$ cat src/rtl/atomrvcore_mdu_pkg.sv
// Shared definitions for the atomRVCORE multiply/divide unit: opcodes, FSM states
// and the operation classes latched at accept.
package atomrvcore_mdu_pkg;

    localparam int MDU_DATAWIDTH    = 32;
    localparam int MDU_OPCODE_WIDTH = 6;

    // RV32M opcodes, placed in the ALU opcode space
    localparam logic [5:0] OP_MUL    = 6'b010_010;
    localparam logic [5:0] OP_MULH   = 6'b010_011;
    localparam logic [5:0] OP_MULHSU = 6'b010_100;
    localparam logic [5:0] OP_MULHU  = 6'b010_101;
    localparam logic [5:0] OP_DIV    = 6'b010_110;
    localparam logic [5:0] OP_DIVU   = 6'b010_111;
    localparam logic [5:0] OP_REM    = 6'b011_000;
    localparam logic [5:0] OP_REMU   = 6'b011_001;

    typedef enum logic [1:0] {
        ST_IDLE,
        ST_CALC,
        ST_FIX,
        ST_DONE
    } mdu_state_e;

    // Which half / which divide output ends up in the result
    typedef enum logic [1:0] {
        KIND_MUL_LO,
        KIND_MUL_HI,
        KIND_QUOT,
        KIND_REM
    } mdu_kind_e;

    function automatic logic is_div_kind(input mdu_kind_e kind);
        return (kind == KIND_QUOT) || (kind == KIND_REM);
    endfunction

endpackage

$ cat src/rtl/atomrvcore_mdu_negate.sv
// Conditional two's-complement: bit i flips when negating and any lower bit is set.
module atomrvcore_mdu_negate #(
    parameter int WIDTH = 32
) (
    input  logic             i_neg,
    input  logic [WIDTH-1:0] i_data,
    output logic [WIDTH-1:0] o_data
);

    logic [WIDTH-1:0] w_seen;

    assign w_seen[0] = 1'b0;

    generate
        for (genvar gi = 0; gi < WIDTH - 1; gi++) begin : g_seen
            assign w_seen[gi+1] = w_seen[gi] | i_data[gi];
        end
        for (genvar gi = 0; gi < WIDTH; gi++) begin : g_out
            assign o_data[gi] = i_data[gi] ^ (i_neg & w_seen[gi]);
        end
    endgenerate

endmodule

$ cat src/rtl/atomrvcore_mdu.sv
// Iterative RV32M multiply/divide unit: shift-add multiplier and restoring divider
// sharing one accumulator, with valid/ready handshakes on both sides and a kill input.
module atomrvcore_mdu
    import atomrvcore_mdu_pkg::*;
#(
    parameter int DATAWIDTH    = MDU_DATAWIDTH,
    parameter int OPCODE_WIDTH = MDU_OPCODE_WIDTH
) (
    input  logic                    clk_i,
    input  logic                    rst_i,
    input  logic                    kill_i,
    input  logic                    in_valid_i,
    output logic                    in_ready_o,
    input  logic [OPCODE_WIDTH-1:0] ALUop_i,
    input  logic [DATAWIDTH-1:0]    operand_A,
    input  logic [DATAWIDTH-1:0]    operand_B,
    output logic                    out_valid_o,
    input  logic                    out_ready_i,
    output logic [DATAWIDTH-1:0]    result_o
);

    localparam int DW = DATAWIDTH;
    localparam int CW = $clog2(DATAWIDTH) + 1;
    localparam int AW = 2 * DATAWIDTH + 1;
    localparam logic [DW-1:0] MIN_VAL  = {1'b1, {(DW-1){1'b0}}};
    localparam logic [CW-1:0] LAST_ITR = CW'(DATAWIDTH - 1);

    mdu_state_e        r_state;
    logic [CW-1:0]     r_cnt;
    logic [AW-1:0]     r_acc;
    logic [DW-1:0]     r_opnd;
    mdu_kind_e         r_kind;
    logic              r_res_neg;
    logic [DW-1:0]     r_result;

    // ---------------- request decode ----------------
    mdu_kind_e         w_kind;
    logic              w_known;
    logic              w_a_signed;
    logic              w_b_signed;

    always_comb begin
        w_kind     = KIND_MUL_LO;
        w_known    = 1'b1;
        w_a_signed = 1'b0;
        w_b_signed = 1'b0;
        case (ALUop_i)
            OPCODE_WIDTH'(OP_MUL):    w_kind = KIND_MUL_LO;
            OPCODE_WIDTH'(OP_MULH):   begin w_kind = KIND_MUL_HI; w_a_signed = 1'b1; w_b_signed = 1'b1; end
            OPCODE_WIDTH'(OP_MULHSU): begin w_kind = KIND_MUL_HI; w_a_signed = 1'b1; end
            OPCODE_WIDTH'(OP_MULHU):  w_kind = KIND_MUL_HI;
            OPCODE_WIDTH'(OP_DIV):    begin w_kind = KIND_QUOT; w_a_signed = 1'b1; w_b_signed = 1'b1; end
            OPCODE_WIDTH'(OP_DIVU):   w_kind = KIND_QUOT;
            OPCODE_WIDTH'(OP_REM):    begin w_kind = KIND_REM; w_a_signed = 1'b1; w_b_signed = 1'b1; end
            OPCODE_WIDTH'(OP_REMU):   w_kind = KIND_REM;
            default:                  w_known = 1'b0;
        endcase
    end

    logic              w_a_neg;
    logic              w_b_neg;
    logic              w_is_div;
    logic              w_res_neg;
    logic              w_b_zero;
    logic              w_ovf;
    logic [DW-1:0]     w_a_mag;
    logic [DW-1:0]     w_b_mag;

    assign w_a_neg   = w_a_signed & operand_A[DW-1];
    assign w_b_neg   = w_b_signed & operand_B[DW-1];
    assign w_is_div  = is_div_kind(w_kind);
    // Remainder follows the dividend; product and quotient follow the sign product
    assign w_res_neg = (w_kind == KIND_REM) ? w_a_neg : (w_a_neg ^ w_b_neg);
    assign w_b_zero  = (operand_B == '0);
    assign w_ovf     = w_a_signed & (operand_A == MIN_VAL) & (&operand_B);

    atomrvcore_mdu_negate #(.WIDTH(DW)) u_neg_a (
        .i_neg  (w_a_neg),
        .i_data (operand_A),
        .o_data (w_a_mag)
    );

    atomrvcore_mdu_negate #(.WIDTH(DW)) u_neg_b (
        .i_neg  (w_b_neg),
        .i_data (operand_B),
        .o_data (w_b_mag)
    );

    // ---------------- iteration datapath ----------------
    logic [DW:0]       w_mul_sum;
    logic [AW-1:0]     w_mul_next;
    logic [DW:0]       w_rem_sh;
    logic [DW+1:0]     w_diff;
    logic              w_borrow;
    logic [AW-1:0]     w_div_next;

    // Multiply: add multiplicand into the high half when the multiplier LSB is set, then shift right
    assign w_mul_sum  = {1'b0, r_acc[2*DW-1:DW]} + (r_acc[0] ? {1'b0, r_opnd} : '0);
    assign w_mul_next = {1'b0, w_mul_sum, r_acc[DW-1:1]};

    // Divide: shift the next dividend bit into the partial remainder and try the subtract
    assign w_rem_sh   = {r_acc[2*DW-1:DW], r_acc[DW-1]};
    assign w_diff     = {r_acc[AW-1], w_rem_sh} - {2'b00, r_opnd};
    assign w_borrow   = w_diff[DW+1];
    assign w_div_next = {(w_borrow ? w_rem_sh : w_diff[DW:0]), r_acc[DW-2:0], ~w_borrow};

    // ---------------- sign fix-up ----------------
    logic [2*DW-1:0]   w_fix_in;
    logic [2*DW-1:0]   w_fix_out;
    logic [DW-1:0]     w_fix_result;

    always_comb begin
        w_fix_in = r_acc[2*DW-1:0];
        if (r_kind == KIND_QUOT)
            w_fix_in = {{DW{1'b0}}, r_acc[DW-1:0]};
        else if (r_kind == KIND_REM)
            w_fix_in = {{DW{1'b0}}, r_acc[2*DW-1:DW]};
    end

    atomrvcore_mdu_negate #(.WIDTH(2 * DW)) u_neg_fix (
        .i_neg  (r_res_neg),
        .i_data (w_fix_in),
        .o_data (w_fix_out)
    );

    assign w_fix_result = (r_kind == KIND_MUL_HI) ? w_fix_out[2*DW-1:DW] : w_fix_out[DW-1:0];

    // ---------------- control ----------------
    always_ff @(posedge clk_i) begin
        if (rst_i) begin
            r_state   <= ST_IDLE;
            r_cnt     <= '0;
            r_acc     <= '0;
            r_opnd    <= '0;
            r_kind    <= KIND_MUL_LO;
            r_res_neg <= 1'b0;
            r_result  <= '0;
        end else if (kill_i) begin
            r_state <= ST_IDLE;
        end else begin
            case (r_state)
                ST_IDLE: begin
                    if (in_valid_i) begin
                        r_cnt     <= '0;
                        r_kind    <= w_kind;
                        r_res_neg <= w_res_neg;
                        r_opnd    <= w_is_div ? w_b_mag : w_a_mag;
                        r_acc     <= {{(DW+1){1'b0}}, (w_is_div ? w_a_mag : w_b_mag)};
                        if (!w_known) begin
                            r_result <= '0;
                            r_state  <= ST_DONE;
                        end else if (w_is_div && w_b_zero) begin
                            r_result <= (w_kind == KIND_REM) ? operand_A : '1;
                            r_state  <= ST_DONE;
                        end else if (w_is_div && w_ovf) begin
                            r_result <= (w_kind == KIND_REM) ? '0 : MIN_VAL;
                            r_state  <= ST_DONE;
                        end else begin
                            r_state <= ST_CALC;
                        end
                    end
                end
                ST_CALC: begin
                    r_acc <= is_div_kind(r_kind) ? w_div_next : w_mul_next;
                    r_cnt <= r_cnt + 1'b1;
                    if (r_cnt == LAST_ITR)
                        r_state <= ST_FIX;
                end
                ST_FIX: begin
                    r_result <= w_fix_result;
                    r_state  <= ST_DONE;
                end
                ST_DONE: begin
                    if (out_ready_i)
                        r_state <= ST_IDLE;
                end
                default: r_state <= ST_IDLE;
            endcase
        end
    end

    assign in_ready_o  = (r_state == ST_IDLE);
    assign out_valid_o = (r_state == ST_DONE);
    assign result_o    = out_valid_o ? r_result : '0;

endmodule

$ cat config.mk
export PLATFORM = sky130hd
export DESIGN_NAME = atomrvcore_mdu
export DESIGN_NICKNAME = d
export VERILOG_FILES = /design/src/rtl/atomrvcore_mdu_pkg.sv /design/src/rtl/atomrvcore_mdu_negate.sv /design/src/rtl/atomrvcore_mdu.sv
export SDC_FILE = /design/constraint.sdc
export NUM_CORES = 1
export LEC_CHECK = 0
export CORE_ASPECT_RATIO = 1.4
export CORE_MARGIN = 2
export CORE_UTILIZATION = 47
export CTS_BUF_LIST = sky130_fd_sc_hd__clkbuf_8
export DETAILED_ROUTE_END_ITERATION = 6
export DONT_BUFFER_PORTS = 1
export SETUP_SLACK_MARGIN = 0.3
export SYNTH_ARGS = -nofsm -noshare
export SYNTH_HDL_FRONTEND = slang
export SYNTH_SLANG_ARGS = --single-unit
$ cat constraint.sdc
create_clock -name clk_i -period 4.9 [get_ports clk_i]
set_input_delay 0.98 -clock clk_i [delete_from_list [all_inputs] [get_ports clk_i]]
set_output_delay 0.98 -clock clk_i [all_outputs]
set_load 0.01 [all_outputs]
==> flow_metrics.py, run 1 <==
metrics = {
    "setup_path": {
        "worstPathRequired_ps": 5290,
        "criticalPathCategory": "flop to flop",
        "worstSetupStartpoint": "r_kind[1]$_SDFFE_PP0P_",
        "cp-end-kind": "flop",
        "crit_path_max_fanout": 23,
        "cp-start-kind": "flop",
        "worstReg2RegStart": "r_kind[1]$_SDFFE_PP0P_",
        "rrSetupSlack_ps": 890,
        "arrival_ps": 4400,
    },
    "synth": {
        "ys_types": 75,
        "synth_xor_area_share_pct": 10.1,
        "async_reset_ff_share_pct": 0,
        "synth_compound_area_share_pct": 30.8,
        "synth-seq-area-share_pct": 18.8,
        "muxShareOfSynthArea_pct": 4.78,
        "yosys.area_share.adder_pct": 6.07,
        "syn_inst": 2093,
        "syn_avg_cell_area_sq_um": 7.11,
        "synthFlopType": "dfxtp_1",
        "synth_area_sq_um": 14900,
        "synth_top_family_by_area": "compound AO/OA/AOI/OAI gates",
        "synth-edff-count": 0,
        "synth_nets": 2239,
        "synth_warnings": 0,
        "synth-simple-area-share_pct": 24.1,
        "ys_ff_latch": 140,
    },
    "sta": {
        "hold_viol_final": 0,
        "rsz0062_at_grt": "false",
        "period_minus_slack_ps": 4010,
        "skew_ps": 18.8,
        "max_freq_mhz": 249,
        "fin_ws_ps": 889,
        "fin_tns_setup_ps": 0,
        "setup_violations": 0,
        "relSlewSlack_pct": 26.3,
        "finalCritPeriodShare_pct": 81.9,
        "finalMaxSlewViolations": 0,
        "worstMarginPinSlew_ps": 1100,
    },
    "detailed_routing": {
        "ant_nets": 0,
        "vias_per_cell": 6.57,
        "drt-total-wl_um": 59700,
        "drt-wirelength-per-cell_um": 24.6,
        "first_pass_iters": 5,
        "vias": 16000,
        "drt_iter0_markers": 1292,
        "drc_errors": 0,
    },
    "outcome": {
        "status": "completed",
    },
    "die": {
        "dieArea_sq_um": 33100,
        "dieWidth_um": 154,
        "core_area_sq_um": 31400,
        "num_io_pins": 109,
        "rows": 77,
        "die_h_um": 215,
        "start_util_pct": 47.4,
    },
    "cells_and_area": {
        "areaGrowthSynthToFinish_pct": 5.60,
        "regArea_sq_um": 2810,
        "mostFrequentLayoutCells": "nor2_1, nand2_1, a21oi_1",
        "fin_nets": 2168,
        "fin_util_pct": 50.0,
        "drive_gt1_share_pct": 7.86,
        "final_common_cell": "nor2_1",
        "diodes": 0,
        "multiInputGateArea_sq_um": 11300,
        "nFillCells": 3205,
    },
    "placed_design": {
        "routabilityCongestion": 1.06,
        "port_buffers": 0,
        "hpwlAfterDp_um": 46800,
        "pre_cts_ws_ps": 471,
    },
    "clock_tree": {
        "htree_levels": 4,
        "ctsLongestPathBuffers": 2,
        "cts-root-buf": "clkbuf_8",
        "cts_resized": 0,
        "cts_sinks": 140,
        "clk_pin_slew_worst_paths_ps": 100,
        "hold_buffers": 0,
        "cts_tree": "built",
        "clkLatencyLatePin_ps": 520,
        "cts_made_buffers": 17,
        "post_cts.repair.setup_buffers": 0,
    },
    "global_route": {
        "grt_max_degree": 124,
        "grt_pass1_wl_um": 91500,
        "grt_usage_pct": 35.7,
        "antenna_found_initial": 0,
        "gr-total-overflow": 0,
        "grt_pass1_vias": 15300,
    },
    "min_path": {
        "hold_class": "flop to flop",
        "hp-start": "r_opnd[2]$_SDFFE_PP0P_",
    },
    "power_and_ir_drop": {
        "leakage_nw": 6.06,
        "power_density_nw_per_um2": 211,
        "ir_drop_mv": 0.192,
    },
    "run": {
        "drv_cap": 0,
    },
}
logic make-up (layout without fill, tap and decap cells):
family	Yosys count	count (layout)
adders and majority gates	71	71
muxes	67	67
DFF	140	140
buffers and inverters	211	153
and+or+nand+nor	744	744
xor gates and xnor gates	172	172
AOI/OAI and AO/OA	688	688
cell usage after synthesis (15+ instances only):
| cell type | count | area share (%) |
|---|---|---|
| mux2i_1 | 34 | 2.3 |
| mux2_2 | 33 | 2.5 |
| nor2_1 | 220 | 5.5 |
| o21a_1 | 25 | 1.3 |
| a21oi_1 | 168 | 5.6 |
| a221oi_1 | 24 | 1.4 |
| inv_1 | 54 | 1.4 |
| a22oi_1 | 19 | 0.96 |
| xnor2_1 | 112 | 6.6 |
| clkbuf_1 | 137 | 3.5 |
| o211ai_1 | 36 | 1.8 |
| buf_1 | 15 | 0.38 |
| o21ai_0 | 117 | 3.9 |
| a31oi_1 | 22 | 0.92 |
| xor2_1 | 60 | 3.5 |
| and2_1 | 73 | 3.1 |
| a211oi_1 | 82 | 4.1 |
| nor3_1 | 79 | 2.7 |
| a21o_1 | 26 | 1.3 |
| dfxtp_1 | 140 | 19 |
| o22ai_1 | 23 | 0.97 |
| nand3_1 | 34 | 1.1 |
| nand4_1 | 20 | 0.84 |
| ha_1 | 69 | 5.8 |
| nor4_1 | 19 | 0.80 |
| nand2_1 | 196 | 4.9 |
| nand2b_1 | 16 | 0.67 |
| o31ai_1 | 29 | 1.5 |
final timing paths:
check,endpoint,cells past startpoint
worst max-delay path,r_result[29]$_SDFFE_PP0P_,10
worst max register to register,r_result[29]$_SDFFE_PP0P_,10
worst min register to register,r_opnd[2]$_SDFFE_PP0P_,2
worst min-delay path,r_opnd[2]$_SDFFE_PP0P_,2
final cells by class:
| class | instances | share of cell area, % |
|---|---|---|
| inverters | 55 | 1.31 |
| clock buffers | 17 | 1.49 |
| multi-input cells | 1742 | 72.1 |
| repair buffers | 66 | 3.31 |
| well taps | 395 | 3.14 |
| clock inverters | 15 | 0.820 |
| flip-flops and latches | 140 | 17.9 |
stage by stage:
stage | std cells | cell area, sq um | power, mW | hold slack [ps]
after floorplan | 2093 | 14900 | 2.04 | 440
after global placement | 2398 | 15400 | 2.37 | 450
after detailed placement | 2398 | 15400 | 2.37 | 456
after CTS | 2430 | 15700 | 3.30 | 470
after global routing | 2430 | 15700 | 3.46 | 491
final | 2430 | 15700 | 3.31 | 476
layer usage:
metal  up-vias  share of wire (%)  track usage (%)
met2       655                 48             61.0
met1      7573                 38             40.4
met3       174                6.3             6.27
met5         -                  0                0
met4         0                7.6             24.4
li1       7563                  -                -
critical path, cell delays in order, from the launching register on:
cell,delay (ps)
dfxtp_4,550
and2_1,540
buf_4,290
a22oi_1,160
o41ai_1,700
nand3_1,490
a21oi_1,350
a21oi_1,120
xor2_1,160
a21oi_1,400
o22ai_1,110
where the power goes:
| part | internal (mW) | leakage (nW) | switching (mW) |
|---|---|---|---|
| Sequential | 1.19 | 1.14 | 0.0749 |
| Combinational | 0.406 | 4.74 | 0.707 |
| Clock | 0.366 | 0.181 | 0.564 |
state kept, by name, indices dropped and copies added (netlist names):
signal,count
r_result,32
r_acc,65
r_cnt,6
r_opnd,32
r_res_neg,1
r_kind,2
r_state,2
Power figures use the tool's default switching activity.
==> inputs of run 2 (changes only) <==
clock period = 3.25 ns   (was 4.9 ns; I/O delays follow)
==> run 2 against run 1 <==
  * Final cell count up 16%
  * Clock skew up 5.4 ps
  * Critical path type is now input port to flop
  * Final area up 34%
  * Combinational power up 140%
  * Worst setup slack worse by 810 ps
==> flow_metrics.py, run 2 (synthesized netlist as in run 1, its figures left out) <==
metrics = {
    "placed_design": {
        "hpwlAfterDp_um": 50800,
        "port_buffers": 0,
        "postPlaceCellArea_sq_um": 17700,
        "routabilityCongestion": 1.03,
    },
    "power_and_ir_drop": {
        "power.switching_mw": 2.43,
        "internal_power_mw": 3.61,
        "power_density_nw_per_um2": 287,
        "finalPower_mw": 6.04,
        "p_clk_share_pct": 24.6,
        "swShare_pct": 40.2,
        "pwr-share-comb_pct": 44.0,
        "leakage_nw": 8.52,
        "ir_drop_mv": 0.302,
        "pwr-share-seq_pct": 31.4,
    },
    "die": {
        "die_h_um": 215,
        "start_util_pct": 47.4,
        "rows": 77,
        "num_io_pins": 109,
        "dieArea_sq_um": 33100,
        "core_area_sq_um": 31400,
        "dieWidth_um": 154,
    },
    "clock_tree": {
        "ctsLongestPathBuffers": 2,
        "cts_made_buffers": 17,
        "clkLatencyLatePin_ps": 540,
        "htree_levels": 4,
        "cts_sinks": 140,
        "clk_pin_slew_worst_paths_ps": 110,
        "hold_buffers": 0,
        "cts-root-buf": "clkbuf_8",
        "cts_tree": "built",
    },
    "outcome": {
        "status": "completed",
    },
    "cells_and_area": {
        "final_common_cell": "buf_4",
        "fin_nets": 2550,
        "top_regs": "r_acc: 65 flops, r_opnd: 32 flops, r_result: 32 flops",
        "drive_gt1_share_pct": 34.2,
        "largest_reg_flops": 65,
        "mostFrequentLayoutCells": "buf_4, nor2_1, nand2_1",
        "nFillCells": 2646,
        "final_cell_area_sq_um": 21000,
        "largest-register": "r_acc",
        "areaGrowthSynthToFinish_pct": 41.3,
    },
    "global_route": {
        "grt_usage_pct": 39.5,
        "grt_max_degree": 124,
        "gr-total-overflow": 0,
        "grt_pass1_wl_um": 102000,
        "antenna_found_initial": 1,
        "grt_pass1_vias": 17400,
    },
    "sta": {
        "setup_violations": 0,
        "worstMarginPinSlew_ps": 977,
        "relSlewSlack_pct": 34.9,
        "fin_hold_ws_ps": 169,
        "skew_ps": 24.2,
        "finalMaxSlewViolations": 0,
        "period_minus_slack_ps": 3170,
        "finalCritPeriodShare_pct": 97.7,
        "hold_viol_final": 0,
        "rsz0062_at_grt": "true",
        "max_freq_mhz": 315,
    },
    "setup_path": {
        "worstPathRequired_ps": 3690,
        "crit_path_max_fanout": 6,
        "cp-start-kind": "input port",
        "arrival_ps": 3620,
        "cp-end-kind": "flop",
        "criticalPathCategory": "input port to flop",
        "r2r_cells": 14,
    },
    "detailed_routing": {
        "vias_per_cell": 6.43,
        "drc_errors": 0,
        "drt-total-wl_um": 69100,
        "drt_iter0_markers": 1572,
        "ant_nets": 0,
        "first_pass_iters": 6,
        "vias": 18100,
        "drt-wirelength-per-cell_um": 24.6,
    },
    "run": {
        "drv_cap": 0,
    },
    "min_path": {
        "hold_depth": 1,
        "hold_class": "input port to flop",
    },
}
-- run 2: worst paths after layout --
check / from / slack [ps] / to
setup / recovery: operand_B[9] / 80 / r_result[25]$_SDFFE_PP0P_
setup reg to reg: r_kind[0]$_SDFFE_PP0P_ / 90 / r_result[4]$_SDFFE_PP0P_
hold / removal: kill_i / 170 / r_state[1]$_SDFFE_PP0P_
hold reg to reg: r_opnd[27]$_SDFFE_PP0P_ / 480 / r_opnd[27]$_SDFFE_PP0P_
-- run 2: routing by layer --
metal,up-vias,share of wire (%),track usage [%]
li1,8340,-,-
met1,8659,37,45.1
met2,855,48,68.1
met3,245,7.5,7.19
met4,0,7.7,24.7
met5,-,0,0
-- run 2: worst max-delay path, cell delays in order --
cell      delay, ps
or4_4           520
or4_4           430
or4b_4          510
nor4_4          360
nor4_4           90
buf_4           160
nor3_4          210
buf_12          150
nand3b_1        120
a311o_1         320
o311ai_2         90
-- run 2: area by class of cell --
cell class	instances	area, sq um	share of cell area (%)
clock buffer	17	234	1.11
clock inverter	15	158	0.750
antenna	1	2.50	0.0119
tap	395	494	2.35
multi-input combinational	1744	13300	63.1
inverter	55	206	0.982
timing repair buffer	446	3820	18.2
sequential	140	2860	13.6
-- run 2: stage by stage --
stage / worst slack [ps] / setup TNS, ps / cells / utilization (%)
after floorplan: -316 / -6690 / 2093 / -
after global placement: -483 / -14890 / 2676 / 56.3
after global routing: -20.0 / -21.2 / 2813 / 66.9
after detailed placement: -526 / -17220 / 2676 / 56.3
after CTS: 143 / 0 / 2766 / 62.4
final: 75.4 / 0 / 2813 / 66.9
-- run 2: power by group through the flow --
stage / logic, mW / clock network (mW) / registers (mW)
after floorplan: 1.20 / 0 / 1.90
after global placement: 2.04 / 0 / 1.92
after detailed placement: 2.06 / 0 / 1.93
after CTS: 2.34 / 1.50 / 1.89
after global routing: 2.81 / 1.56 / 1.91
final: 2.66 / 1.49 / 1.90
-- run 2: timing repair --
action	CTS	global route
cloned	6	2
buffers inserted	52	44
hold endpoints to repair	0	0
gates resized for setup	227	209
pin swaps	88	121
setup endpoints to repair	68	71
